**config.mk**
```make
export PLATFORM = sky130hd
export DESIGN_NAME = chip1_dot_sequencer
export DESIGN_NICKNAME = d
export VERILOG_FILES = /design/src/rtl/chip1_pkg.sv /design/src/rtl/chip1_dot_sequencer.sv
export SDC_FILE = /design/constraint.sdc
export NUM_CORES = 1
export LEC_CHECK = 0
export CAP_MARGIN = 20
export CORE_MARGIN = 3
export CORE_UTILIZATION = 40
export CTS_CLUSTER_DIAMETER = 150
export DETAILED_ROUTE_END_ITERATION = 6
export PLACE_DENSITY = 0.88
export SETUP_SLACK_MARGIN = 0.02
export SLEW_MARGIN = 20
export SYNTH_ARGS = -nofsm -noshare
export SYNTH_HDL_FRONTEND = slang
export SYNTH_SLANG_ARGS = --single-unit
```
**constraint.sdc**
```tcl
create_clock -name clk -period 2.5 [get_ports clk]
set_input_delay 0.625 -clock clk [delete_from_list [all_inputs] [get_ports clk]]
set_output_delay 0.625 -clock clk [all_outputs]
set_load 0.02 [all_outputs]
```
**src/rtl/chip1_pkg.sv**
```systemverilog
// Shared definitions for the chip1 dot-product sequencer: state encoding and
// the operand/accumulator widths of the 8x8+16 MAC it drives.
package chip1_pkg;

    localparam int unsigned OP_W  = 8;
    localparam int unsigned ACC_W = 16;

    typedef enum logic [1:0] {
        ST_IDLE = 2'd0,
        ST_RUN  = 2'd1,
        ST_HOLD = 2'd2
    } state_e;

endpackage : chip1_pkg

```
**src/rtl/chip1_dot_sequencer.sv**
```systemverilog
// Dot-product sequencer for an external y = a*b + c MAC.
// Accepts a job (len, bias), streams len operand pairs over in_valid/in_ready,
// accumulates through the MAC (acc feeds mac_c, mac_y writes back to acc) and
// presents the 16-bit sum plus a sticky wrap flag over res_valid/res_ready.
// Ports:
//   clk, reset             clock, async active-low reset
//   start, len, bias       job request (sampled in IDLE only)
//   abort                  synchronous cancel, beats start/accept/handshake
//   busy                   high outside IDLE
//   in_valid/in_ready      operand handshake, in_a/in_b operands
//   mac_a/mac_b/mac_c      MAC inputs, mac_y MAC result (combinational)
//   res_valid/res_ready    result handshake, res_data/res_ovf result
module chip1_dot_sequencer
    import chip1_pkg::*;
#(
    parameter int unsigned LEN_W = 8,
    parameter int unsigned MAC_W = ACC_W
) (
    input  logic             clk,
    input  logic             reset,
    input  logic             start,
    input  logic [LEN_W-1:0] len,
    input  logic [MAC_W-1:0] bias,
    input  logic             abort,
    output logic             busy,
    input  logic             in_valid,
    output logic             in_ready,
    input  logic [OP_W-1:0]  in_a,
    input  logic [OP_W-1:0]  in_b,
    output logic [OP_W-1:0]  mac_a,
    output logic [OP_W-1:0]  mac_b,
    output logic [MAC_W-1:0] mac_c,
    input  logic [MAC_W-1:0] mac_y,
    output logic             res_valid,
    input  logic             res_ready,
    output logic [MAC_W-1:0] res_data,
    output logic             res_ovf
);

    state_e             state_q, state_d;
    logic [MAC_W-1:0]   acc_q,   acc_d;
    logic [LEN_W-1:0]   cnt_q,   cnt_d;
    logic               ovf_q,   ovf_d;

    // State register
    always_ff @(posedge clk or negedge reset) begin
        if (!reset) begin
            state_q <= ST_IDLE;
            acc_q   <= '0;
            cnt_q   <= '0;
            ovf_q   <= 1'b0;
        end else begin
            state_q <= state_d;
            acc_q   <= acc_d;
            cnt_q   <= cnt_d;
            ovf_q   <= ovf_d;
        end
    end

    // Next-state and handshake/MAC-operand decode
    always_comb begin
        state_d   = state_q;
        acc_d     = acc_q;
        cnt_d     = cnt_q;
        ovf_d     = ovf_q;
        busy      = 1'b0;
        in_ready  = 1'b0;
        res_valid = 1'b0;
        mac_a     = '0;
        mac_b     = '0;

        unique case (state_q)
            ST_IDLE: begin
                if (start && !abort) begin
                    acc_d = bias;
                    ovf_d = 1'b0;
                    if (len != '0) begin
                        cnt_d   = len;
                        state_d = ST_RUN;
                    end else begin
                        state_d = ST_HOLD;
                    end
                end
            end
            ST_RUN: begin
                busy     = 1'b1;
                in_ready = 1'b1;
                mac_a    = in_a;
                mac_b    = in_b;
                if (abort) begin
                    state_d = ST_IDLE;
                    acc_d   = '0;
                    cnt_d   = '0;
                    ovf_d   = 1'b0;
                end else if (in_valid) begin
                    acc_d = mac_y;
                    // A product never exceeds 2**16, so a smaller sum means one wrap
                    ovf_d = ovf_q | (mac_y < acc_q);
                    cnt_d = cnt_q - LEN_W'(1);
                    if (cnt_q == LEN_W'(1)) begin
                        state_d = ST_HOLD;
                    end
                end
            end
            ST_HOLD: begin
                busy      = 1'b1;
                res_valid = 1'b1;
                if (abort) begin
                    state_d = ST_IDLE;
                    acc_d   = '0;
                    cnt_d   = '0;
                    ovf_d   = 1'b0;
                end else if (res_ready) begin
                    state_d = ST_IDLE;
                end
            end
            default: begin
                state_d = ST_IDLE;
            end
        endcase
    end

    // Accumulator drives both the MAC addend and the result bus
    assign mac_c    = acc_q;
    assign res_data = acc_q;
    assign res_ovf  = ovf_q;

endmodule : chip1_dot_sequencer

```
==> flow_results.xml, run 1 <==
<?xml version="1.0" encoding="UTF-8"?>
<metrics>
  <group name="status">
    <metric name="status" unit="">complete, no violations</metric>
  </group>
  <group name="timing">
    <metric name="holdWs" unit="ns">0.523</metric>
    <metric name="period_share" unit="">0.945</metric>
    <metric name="period_needed" unit="ns">2.36</metric>
    <metric name="finalSetupViolations" unit="">0</metric>
    <metric name="maxClockFrequency" unit="MHz">423</metric>
    <metric name="timing.final.ws_setup" unit="ns">0.137</metric>
    <metric name="relSlewSlack" unit="">0.645</metric>
    <metric name="rsz0062_at_grt" unit="">no</metric>
    <metric name="report.final.slew_viol_count" unit="">0</metric>
    <metric name="tightest_slew" unit="ns">0.532</metric>
    <metric name="final-hold-violation-count" unit="">0</metric>
    <metric name="fin_skew" unit="ns">0.00738</metric>
    <metric name="final.setup.tns" unit="ns">0</metric>
  </group>
  <group name="yosys">
    <metric name="yosys.area_share.simple" unit="">0.237</metric>
    <metric name="yosysTopAreaCellShare" unit="">0.314</metric>
    <metric name="syn_nets" unit="">349</metric>
    <metric name="synth_top_cell_by_area" unit="">sky130_fd_sc_hd__dfrtp_1</metric>
    <metric name="post_synth_mux_area_share" unit="">0.0140</metric>
    <metric name="synthXorXnorAreaFrac" unit="">0</metric>
    <metric name="synth_adder_area_share" unit="">0.122</metric>
    <metric name="synth_seq_cells" unit="">27</metric>
    <metric name="synth_seq_area_share" unit="">0.314</metric>
    <metric name="synth_ff_type" unit="">sky130_fd_sc_hd__dfrtp_1</metric>
    <metric name="synth_top_family_by_area" unit="">simple AND/OR/NAND/NOR gates</metric>
    <metric name="post_synth_instance_area" unit="sq um">2150</metric>
    <metric name="ys_types" unit="">32</metric>
    <metric name="post_synth_inst_count" unit="">266</metric>
    <metric name="syn_area_per_cell" unit="sq um">8.09</metric>
    <metric name="post-synth-top-count-cell" unit="">sky130_fd_sc_hd__a21oi_1</metric>
    <metric name="async_flop_share" unit="">1.00</metric>
    <metric name="share_of_the_synthesized_area_in_compound_gates_ao_oa_aoi_oai" unit="">0.198</metric>
    <metric name="yosysWarnings" unit="">0</metric>
    <metric name="netlist_top_cells_count" unit="">sky130_fd_sc_hd__a21oi_1 (30), sky130_fd_sc_hd__nor2_1 (29), sky130_fd_sc_hd__dfrtp_1 (27)</metric>
    <metric name="synth.area.top_cells" unit="">sky130_fd_sc_hd__dfrtp_1 (31%), sky130_fd_sc_hd__ha_1 (12%), sky130_fd_sc_hd__nor2b_1 (7.6%)</metric>
    <metric name="synth_enable_flop_cells" unit="">0</metric>
  </group>
  <group name="setup_path">
    <metric name="rr_startpoint" unit="">state_q[1]</metric>
    <metric name="setup.worst_path.start_class" unit="">flop</metric>
    <metric name="timing.critical_path.slowest_stage_cell" unit="">sky130_fd_sc_hd__clkdlybuf4s50_1</metric>
    <metric name="timing.critical_path.arrival" unit="ns">1.74</metric>
    <metric name="critical_path_required" unit="ns">1.88</metric>
    <metric name="critical_path_class" unit="">reg -&gt; out</metric>
    <metric name="worstPathCellList" unit="">inv_1, ha_1, buf_4, clkdlybuf4s50_1</metric>
    <metric name="critical_path.max_fanout" unit="">10</metric>
    <metric name="end_kind" unit="">output port</metric>
    <metric name="timing.critical_path.slowest_cell_delay" unit="ns">0.61</metric>
    <metric name="worstSetupStartpoint" unit="">state_q[1]</metric>
  </group>
  <group name="power">
    <metric name="design_power_total" unit="mW">4.17</metric>
    <metric name="power_report.internal_total" unit="mW">2.15</metric>
    <metric name="peak_vdd_ir" unit="V">0.00108</metric>
    <metric name="static-leakage-power" unit="nW">1.63</metric>
    <metric name="clockPowerShare" unit="">0.058</metric>
    <metric name="pwr-share-seq" unit="">0.213</metric>
    <metric name="power.share.combinational" unit="">0.729</metric>
    <metric name="power.density" unit="nW/um^2">1250</metric>
    <metric name="p_sw" unit="mW">2.02</metric>
    <metric name="switching_share" unit="">0.485</metric>
  </group>
  <group name="floorplanning">
    <metric name="die_h" unit="um">79.3</metric>
    <metric name="start_util" unit="">0.418</metric>
    <metric name="fp.coreArea" unit="sq um">5140</metric>
    <metric name="io_pins" unit="">114</metric>
    <metric name="die_width" unit="um">79.3</metric>
    <metric name="rows" unit="">26</metric>
    <metric name="die_area" unit="sq um">6290</metric>
  </group>
  <group name="final_layout">
    <metric name="final_nets" unit="">448</metric>
    <metric name="layout-area-overhead-vs-synth" unit="%">55.2</metric>
    <metric name="diodes" unit="">0</metric>
    <metric name="final_layout_size_suffix_gt1_frac" unit="">0.0412</metric>
    <metric name="final_design_area_no_fill" unit="sq um">3340</metric>
    <metric name="fillers" unit="">480</metric>
  </group>
  <group name="global_route">
    <metric name="grt_pass1_vias" unit="">2298</metric>
    <metric name="global_route.usage.total" unit="">0.195</metric>
    <metric name="grt_first_pass_wirelength" unit="um">10000</metric>
    <metric name="grt_start_max_net_pins" unit="">44</metric>
    <metric name="global_route.overflow_total" unit="">0</metric>
    <metric name="antenna_found_initial" unit="">0</metric>
  </group>
  <group name="clock_network">
    <metric name="numClockSinks" unit="">27</metric>
    <metric name="clk_transition_reported_paths" unit="ns">0.09</metric>
    <metric name="ctsHoldBuffers" unit="">0</metric>
    <metric name="post_cts_buffers" unit="">0</metric>
    <metric name="cts_inserted_buffers" unit="">3</metric>
    <metric name="clock_tree.root_cell" unit="">sky130_fd_sc_hd__clkbuf_8</metric>
    <metric name="h-tree-depth" unit="">1</metric>
    <metric name="clk-insertion-delay-late" unit="ns">0.27</metric>
    <metric name="cts_tree" unit="">yes</metric>
    <metric name="clk_path_buf_depth" unit="">2</metric>
  </group>
  <group name="routing">
    <metric name="wirelength_routed" unit="um">5910</metric>
    <metric name="routedWlPerCell" unit="um">13.6</metric>
    <metric name="vias_per_cell" unit="">5.12</metric>
    <metric name="drc" unit="">0</metric>
    <metric name="drt_first_pass_iters" unit="">4</metric>
    <metric name="postRouteAntennaNets" unit="">0</metric>
    <metric name="via_count" unit="">2223</metric>
    <metric name="drt_iter0_markers" unit="">130</metric>
  </group>
  <group name="placed_design">
    <metric name="portBuffers" unit="">113</metric>
    <metric name="gp_routability_congestion" unit="">0.825</metric>
    <metric name="dpl.hpwl" unit="um">4780</metric>
    <metric name="total_cell_area_at_the_placement_stage" unit="sq um">3260</metric>
    <metric name="preCtsSetupSlack" unit="ns">0.0358</metric>
  </group>
  <group name="job">
    <metric name="drv_cap" unit="">0</metric>
  </group>
  <group name="min_path">
    <metric name="min_path_type" unit="">reg -&gt; reg</metric>
    <metric name="hold_start" unit="">cnt_q[7]</metric>
  </group>
</metrics>
[cell usage in the layout (no fill, tap or decap), types with 2 or more instances in the layout]
master,instances
sky130_fd_sc_hd__o21ai_1,7
sky130_fd_sc_hd__dlygate4sd2_1,3
sky130_fd_sc_hd__nand3_1,2
sky130_fd_sc_hd__o21ai_0,9
sky130_fd_sc_hd__clkbuf_8,3
sky130_fd_sc_hd__nor2b_1,26
sky130_fd_sc_hd__a211oi_1,2
sky130_fd_sc_hd__mux2i_1,3
sky130_fd_sc_hd__clkdlybuf4s50_1,97
sky130_fd_sc_hd__and2_1,16
sky130_fd_sc_hd__a21oi_1,30
sky130_fd_sc_hd__nand4_1,3
sky130_fd_sc_hd__nor3_1,4
sky130_fd_sc_hd__nand2_1,6
sky130_fd_sc_hd__dfrtp_1,27
sky130_fd_sc_hd__nor2_1,29
sky130_fd_sc_hd__ha_1,21
sky130_fd_sc_hd__dlymetal6s2s_1,13
sky130_fd_sc_hd__buf_4,8
sky130_fd_sc_hd__nor4_1,3
sky130_fd_sc_hd__a31oi_1,18
sky130_fd_sc_hd__inv_1,21
[timing repair]
item	in CTS	in global routing
endpoints found under the hold margin	0	0
endpoints found under the setup margin	3	13
gates resized for setup	3	13
[critical path, delay by kind of cell (launching register included)]
family,cells,cell delay [ns]
adder cells (fa/ha/maj),1,0.17
buffers and inverters,3,0.88
flip-flops,1,0.43
[final timing paths]
check / end / slack (ns) / cells past startpoint
max: in_ready / 0.14 / 4
min: cnt_q[7] / 0.52 / 2
max reg2reg: cnt_q[3] / 0.38 / 7
min reg2reg: cnt_q[7] / 0.52 / 2
max in group asynchronous: mac_c[2] / 1.51 / 2
min in group asynchronous: mac_c[10] / 0.72 / 2
[area by class of cell]
type | instances | area (sq um) | share of cell area
Inverter | 21 | 78.8 | 0.0236
Clock inverter | 1 | 5.00 | 0.00150
Clock buffer | 3 | 41.3 | 0.0124
Timing Repair Buffer | 121 | 1220 | 0.365
Tap cell | 70 | 87.6 | 0.0262
Sequential cell | 27 | 676 | 0.202
Multi-Input combinational cell | 191 | 1230 | 0.368
[state kept, by name, summed over array words and instances, names as in the netlist]
signal	cells
mac_c	16
state_q	2
cnt_q	8
res_ovf	1
[cell families after synthesis]
| family | count (synthesis) |
|---|---|
| compound gates | 72 |
| fa+ha+maj | 21 |
| buf+inv | 48 |
| flops | 27 |
| mux | 3 |
| simple gates | 95 |
[per-layer routing]
metal / global-route usage / wire length (um)
met1: 0.225 / 2450
met3: 0.0374 / 364
met2: 0.372 / 3060
met5: 0 / 0
met4: 0.0361 / 31
[stage by stage]
| stage | utilization | cells |
|---|---|---|
| after floorplan | - | 266 |
| after global placement | 0.635 | 430 |
| after detailed placement | 0.635 | 430 |
| after CTS | 0.643 | 434 |
| after global routing | 0.649 | 434 |
| final | 0.649 | 434 |
[power groups by stage]
stage                     clock network (mW)  registers, mW  logic, mW
after floorplan                            0           1.02       1.89
after global placement                     0          0.874       2.99
after detailed placement                   0          0.893       3.08
after CTS                              0.252          0.886       3.08
after global routing                   0.265          0.926       3.35
final                                  0.243          0.887       3.04
No activity file was read; power rests on OpenSTA's default activity.
==> run 2: changes to the inputs <==
--- a/config.mk
+++ b/config.mk
@@ -5,12 +5,13 @@
 export SDC_FILE = /design/constraint.sdc
 export NUM_CORES = 1
 export LEC_CHECK = 0
-export CAP_MARGIN = 20
+export CAP_MARGIN = 10
 export CORE_MARGIN = 3
 export CORE_UTILIZATION = 40
 export CTS_CLUSTER_DIAMETER = 150
 export DETAILED_ROUTE_END_ITERATION = 6
 export PLACE_DENSITY = 0.88
+export RECOVER_POWER = 100
 export SETUP_SLACK_MARGIN = 0.02
 export SLEW_MARGIN = 20
 export SYNTH_ARGS = -nofsm -noshare
==> run 2 against run 1 <==
  * Non-clock buffer count unchanged
  * Power decreased by 5.3%
  * Combinational power decreased by 6.9%
  * Critical path type unchanged
  * Global-route usage unchanged
  * Sequential power decreased by 1%
  * Largest power group unchanged
  * Cell count unchanged
  * Largest cell class unchanged
  * Maximum frequency decreased by 0.12%
  * Count of clock-buffer cells in the layout unchanged
==> flow_results.xml, run 2 (synthesis results as in run 1) <==
<?xml version="1.0" encoding="UTF-8"?>
<metrics>
  <group name="final_layout">
    <metric name="final_nets" unit="">448</metric>
    <metric name="fillers" unit="">506</metric>
    <metric name="final_layout_size_suffix_gt1_frac" unit="">0.0302</metric>
    <metric name="final_common_cell" unit="">sky130_fd_sc_hd__clkdlybuf4s50_1</metric>
    <metric name="largest_register_ff_count" unit="">16</metric>
    <metric name="final_design_area_no_fill" unit="sq um">3200</metric>
    <metric name="layout-area-overhead-vs-synth" unit="%">48.9</metric>
    <metric name="layout_common_cells" unit="">sky130_fd_sc_hd__clkdlybuf4s50_1 (60), sky130_fd_sc_hd__dlygate4sd3_1 (37), sky130_fd_sc_hd__a21oi_1 (30)</metric>
    <metric name="diodes" unit="">0</metric>
  </group>
  <group name="routing">
    <metric name="via_count" unit="">2221</metric>
    <metric name="drt_first_pass_iters" unit="">4</metric>
    <metric name="vias_per_cell" unit="">5.12</metric>
    <metric name="routedWlPerCell" unit="um">13.6</metric>
    <metric name="drt_iter0_markers" unit="">153</metric>
    <metric name="wirelength_routed" unit="um">5890</metric>
    <metric name="drc" unit="">0</metric>
    <metric name="postRouteAntennaNets" unit="">0</metric>
  </group>
  <group name="global_route">
    <metric name="global_route.overflow_total" unit="">0</metric>
    <metric name="grt_first_pass_wirelength" unit="um">10000</metric>
    <metric name="grt_start_max_net_pins" unit="">44</metric>
    <metric name="global_route.usage.total" unit="">0.195</metric>
    <metric name="grt_pass1_vias" unit="">2298</metric>
    <metric name="antenna_found_initial" unit="">0</metric>
  </group>
  <group name="floorplanning">
    <metric name="fp.coreArea" unit="sq um">5140</metric>
    <metric name="io_pins" unit="">114</metric>
    <metric name="die_h" unit="um">79.3</metric>
    <metric name="die_width" unit="um">79.3</metric>
    <metric name="rows" unit="">26</metric>
    <metric name="start_util" unit="">0.418</metric>
    <metric name="die_area" unit="sq um">6290</metric>
  </group>
  <group name="timing">
    <metric name="period_share" unit="">0.946</metric>
    <metric name="relSlewSlack" unit="">0.0235</metric>
    <metric name="tightest_slew" unit="ns">1.46</metric>
    <metric name="final-hold-violation-count" unit="">0</metric>
    <metric name="fin_skew" unit="ns">0.00706</metric>
    <metric name="period_needed" unit="ns">2.37</metric>
    <metric name="maxClockFrequency" unit="MHz">423</metric>
    <metric name="report.final.slew_viol_count" unit="">0</metric>
    <metric name="final.setup.tns" unit="ns">0</metric>
    <metric name="finalSetupViolations" unit="">0</metric>
    <metric name="rsz0062_at_grt" unit="">no</metric>
  </group>
  <group name="clock_network">
    <metric name="cts_inserted_buffers" unit="">3</metric>
    <metric name="clk_path_buf_depth" unit="">2</metric>
    <metric name="numClockSinks" unit="">27</metric>
    <metric name="clock_tree.root_cell" unit="">sky130_fd_sc_hd__clkbuf_8</metric>
    <metric name="post_cts_buffers" unit="">0</metric>
    <metric name="h-tree-depth" unit="">1</metric>
    <metric name="cts_tree" unit="">yes</metric>
    <metric name="clk-insertion-delay-late" unit="ns">0.27</metric>
    <metric name="clk_transition_reported_paths" unit="ns">0.09</metric>
  </group>
  <group name="setup_path">
    <metric name="critical_path.max_fanout" unit="">4</metric>
    <metric name="timing.critical_path.arrival" unit="ns">1.74</metric>
    <metric name="end_kind" unit="">output port</metric>
    <metric name="critical_path_required" unit="ns">1.88</metric>
    <metric name="setup.worst_path.start_class" unit="">flop</metric>
    <metric name="critical_path_class" unit="">reg -&gt; out</metric>
  </group>
  <group name="power">
    <metric name="power.density" unit="nW/um^2">1230</metric>
    <metric name="static-leakage-power" unit="nW">1.39</metric>
    <metric name="design_power_total" unit="mW">3.95</metric>
    <metric name="peak_vdd_ir" unit="V">0.00113</metric>
  </group>
  <group name="min_path">
    <metric name="min_path_type" unit="">reg -&gt; reg</metric>
  </group>
  <group name="placed_design">
    <metric name="gp_routability_congestion" unit="">0.825</metric>
    <metric name="total_cell_area_at_the_placement_stage" unit="sq um">3260</metric>
    <metric name="dpl.hpwl" unit="um">4780</metric>
    <metric name="portBuffers" unit="">113</metric>
  </group>
  <group name="status">
    <metric name="status" unit="">complete, no violations</metric>
  </group>
  <group name="job">
    <metric name="drv_cap" unit="">0</metric>
  </group>
</metrics>
-- run 2: final timing paths --
kind                            startpoint       end  slack [ns]  cells after the start
min in group asynchronous            reset  mac_c[8]        1.22                      2
worst max register to register  state_q[1]  cnt_q[5]        0.35                      7
max in group asynchronous            reset  mac_c[4]        0.42                      2
worst min register to register    cnt_q[7]  cnt_q[7]        0.52                      2
worst min-delay path              cnt_q[7]  cnt_q[7]        0.52                      2
worst max-delay path            state_q[1]      busy        0.13                      3
-- run 2: repair_timing --
item,CTS,global route
endpoints found under the setup margin,3,13
gates resized for setup,3,13
hold buffers,0,0
endpoints found under the hold margin,0,0
-- run 2: routing by layer --
metal	global-route usage	vias up	wire length [um]
met4	0.0361	0	31
met5	0	-	0
met1	0.225	1040	2440
met2	0.372	78	3060
li1	-	1099	-
met3	0.0374	4	359
-- run 2: critical path: stages, from the launching register on --
cell,delay (ns)
sky130_fd_sc_hd__dfrtp_1,0.42
sky130_fd_sc_hd__inv_1,0.09
sky130_fd_sc_hd__ha_1,0.30
sky130_fd_sc_hd__dlygate4sd3_1,0.68
-- run 2: report_power, final --
| part | internal (mW) | leakage, nW | switching (mW) | total, mW |
|---|---|---|---|---|
| Clock | 0.111 | 0.0255 | 0.132 | 0.243 |
| Sequential | 0.667 | 0.328 | 0.207 | 0.874 |
| Combinational | 1.17 | 1.04 | 1.67 | 2.83 |
| Total | 1.95 | 1.39 | 2.00 | 3.95 |
-- run 2: final cells by class --
type,count,area (sq um),share of cell area
timing repair buffer,121,1090,0.342
clock buffer,3,41.3,0.0129
multi-input combinational,191,1220,0.381
inverter,21,78.8,0.0246
clock inverter,1,5.00,0.00156
sequential,27,676,0.211
tap,70,87.6,0.0274
-- run 2: through the flow --
| step | worst slack, ns | hold slack (ns) | cells | utilization |
|---|---|---|---|---|
| 2_1_floorplan | 0.563 | 0.329 | 266 | - |
| 3_3_place_gp | 0.0806 | 0.506 | 430 | 0.635 |
| 3_5_place_dp | 0.0358 | 0.503 | 430 | 0.635 |
| 4_1_cts | 0.0210 | 0.525 | 434 | 0.643 |
| 5_1_grt | 0.0625 | 0.581 | 434 | 0.623 |
| 6_report | 0.134 | 0.522 | 434 | 0.623 |
==> RTL change, RTL diff (config.mk and constraints of run 1) <==
Change the parameter `LEN_W` from 8 to 4.
--- a/src/rtl/chip1_dot_sequencer.sv
+++ b/src/rtl/chip1_dot_sequencer.sv
@@ -13,7 +13,7 @@
 module chip1_dot_sequencer
     import chip1_pkg::*;
 #(
-    parameter int unsigned LEN_W = 8,
+    parameter int unsigned LEN_W = 4,
     parameter int unsigned MAC_W = ACC_W
 ) (
     input  logic             clk,
Interface: changed (resized len); port bits go from 114 to 110. No check against the original RTL was run, so the function may have changed too.
==> RTL change against run 1 <==
- synthesized area shrank 13%
- synthesized cell count is 24% lower
- count of clock-buffer cells in the layout up 1
- power decreased by 7.4%
- final cell count decreased by 18%
- global-route usage up 0.44 points
- wire length fell by 3.6%
- design area is 6.8% lower
- sequential cell count shrank 4
- sequential power is 19% lower
- worst setup slack got worse by 23 ps
- critical path type is now input pin to flip-flop
- largest cell class is now buffers
==> RTL change: results (changes against run 1) <==
setup slack, reg-to-reg=420 ps (was 380 ps); critical path startpoint=mac_y[10] (was state_q[1]); LEAKAGE=1.55 nW (was 1.63 nW); Min Hold Slack=500 ps (was 523 ps); outcome=finished, final reports clean (unchanged); Worst Clk Skew=2.35 ps (was 7.38 ps); # port buffers=109 (was 113); Hold Startpoint=cnt_q[3] (was cnt_q[7]); All-Layer GR Usage=0.199 (was 0.195); RR Endpoint=mac_c[3] (was cnt_q[3]); sequential fraction of the synthesis area=0.307 (was 0.314); Critical Path AT=2540 ps (was 1740 ps); reg2reg path depth=9 (was 7); worst relative slew slack=0.666 (was 0.645); wire length on met2=2960 um (was 3060 um); mux cell area share after synthesis=0.0113 (was 0.0140); compound-cell area share of the yosys netlist=0.267 (was 0.198); post-DR wirelength/cell=16.1 um (was 13.6 um); routed vias/inst=5.30 (was 5.12); syn_nets=280 (was 349); instance count on the critical path=7 (was 4); top post-synthesis cells by area=dfrtp_1 31%, ha_1 14%, a221oi_2 8.0% (was dfrtp_1 31%, ha_1 12%, nor2b_1 7.6%); Final GP Congestion=0.895 (was 0.825); dpl hpwl=4390 um (was 4780 um); max incr delay on CP=460 ps (was 610 ps); number of global-route vias before repair=1879 (was 2298); critical path fanouts, max=2 (was 10); Crit path max-delay family=simple AND/OR/NAND/NOR gates (was buffers and inverters)
## RTL change: layout make-up
type	count	area (um2)
clock buffers	4	45.0
fillers	350	1330
inverters	24	90.1
multi-input cells	129	1090
flip-flops and latches	23	576
well taps	52	65.1
repair buffers	123	1240
## RTL change: how the worst max path moves through the flow
| stage | to | slack, ps |
|---|---|---|
| 6_report | res_ovf | 110 |
| 5_1_grt | res_ovf | 30 |
| 4_1_cts | res_ovf | 50 |
| 3_5_place_dp | res_ovf | -240 |
| 3_3_place_gp | res_ovf | -170 |
| 2_1_floorplan | res_ovf | 360 |
## RTL change: layer usage
layer  up-vias  global-route usage
li1        914                   -
met1       888               0.248
met2        67               0.356
met3        13              0.0338
met4         0              0.0494
met5         -                   0
## RTL change: cells by family after synthesis
logic type / Yosys count
flops: 23
buf+inv: 49
simple gates: 43
fa+ha+maj: 21
compound gates: 63
mux: 2
## RTL change: repair_timing
action                                  4_1_cts  5_1_grt
gates resized for setup                       2       21
pin swaps                                     0        2
buffers inserted                              0        2
endpoints found under the setup margin       17       17
## RTL change: through the flow
stage / utilization / cell area [um2] / worst slack [ps] / std cells
global placement: 0.665 / 2960 / -166 / 349
detailed placement: 0.665 / 2960 / -243 / 349
CTS: 0.678 / 3010 / 51.7 / 353
global route: 0.700 / 3110 / 31.1 / 355
finish: 0.700 / 3110 / 114 / 355
floorplan: - / 1870 / 363 / 201
## RTL change: power breakdown
group / internal (mW) / switching (mW) / total (mW)
clock: 0.114 / 0.129 / 0.243
combinational: 1.35 / 1.55 / 2.90
sequential: 0.565 / 0.151 / 0.716
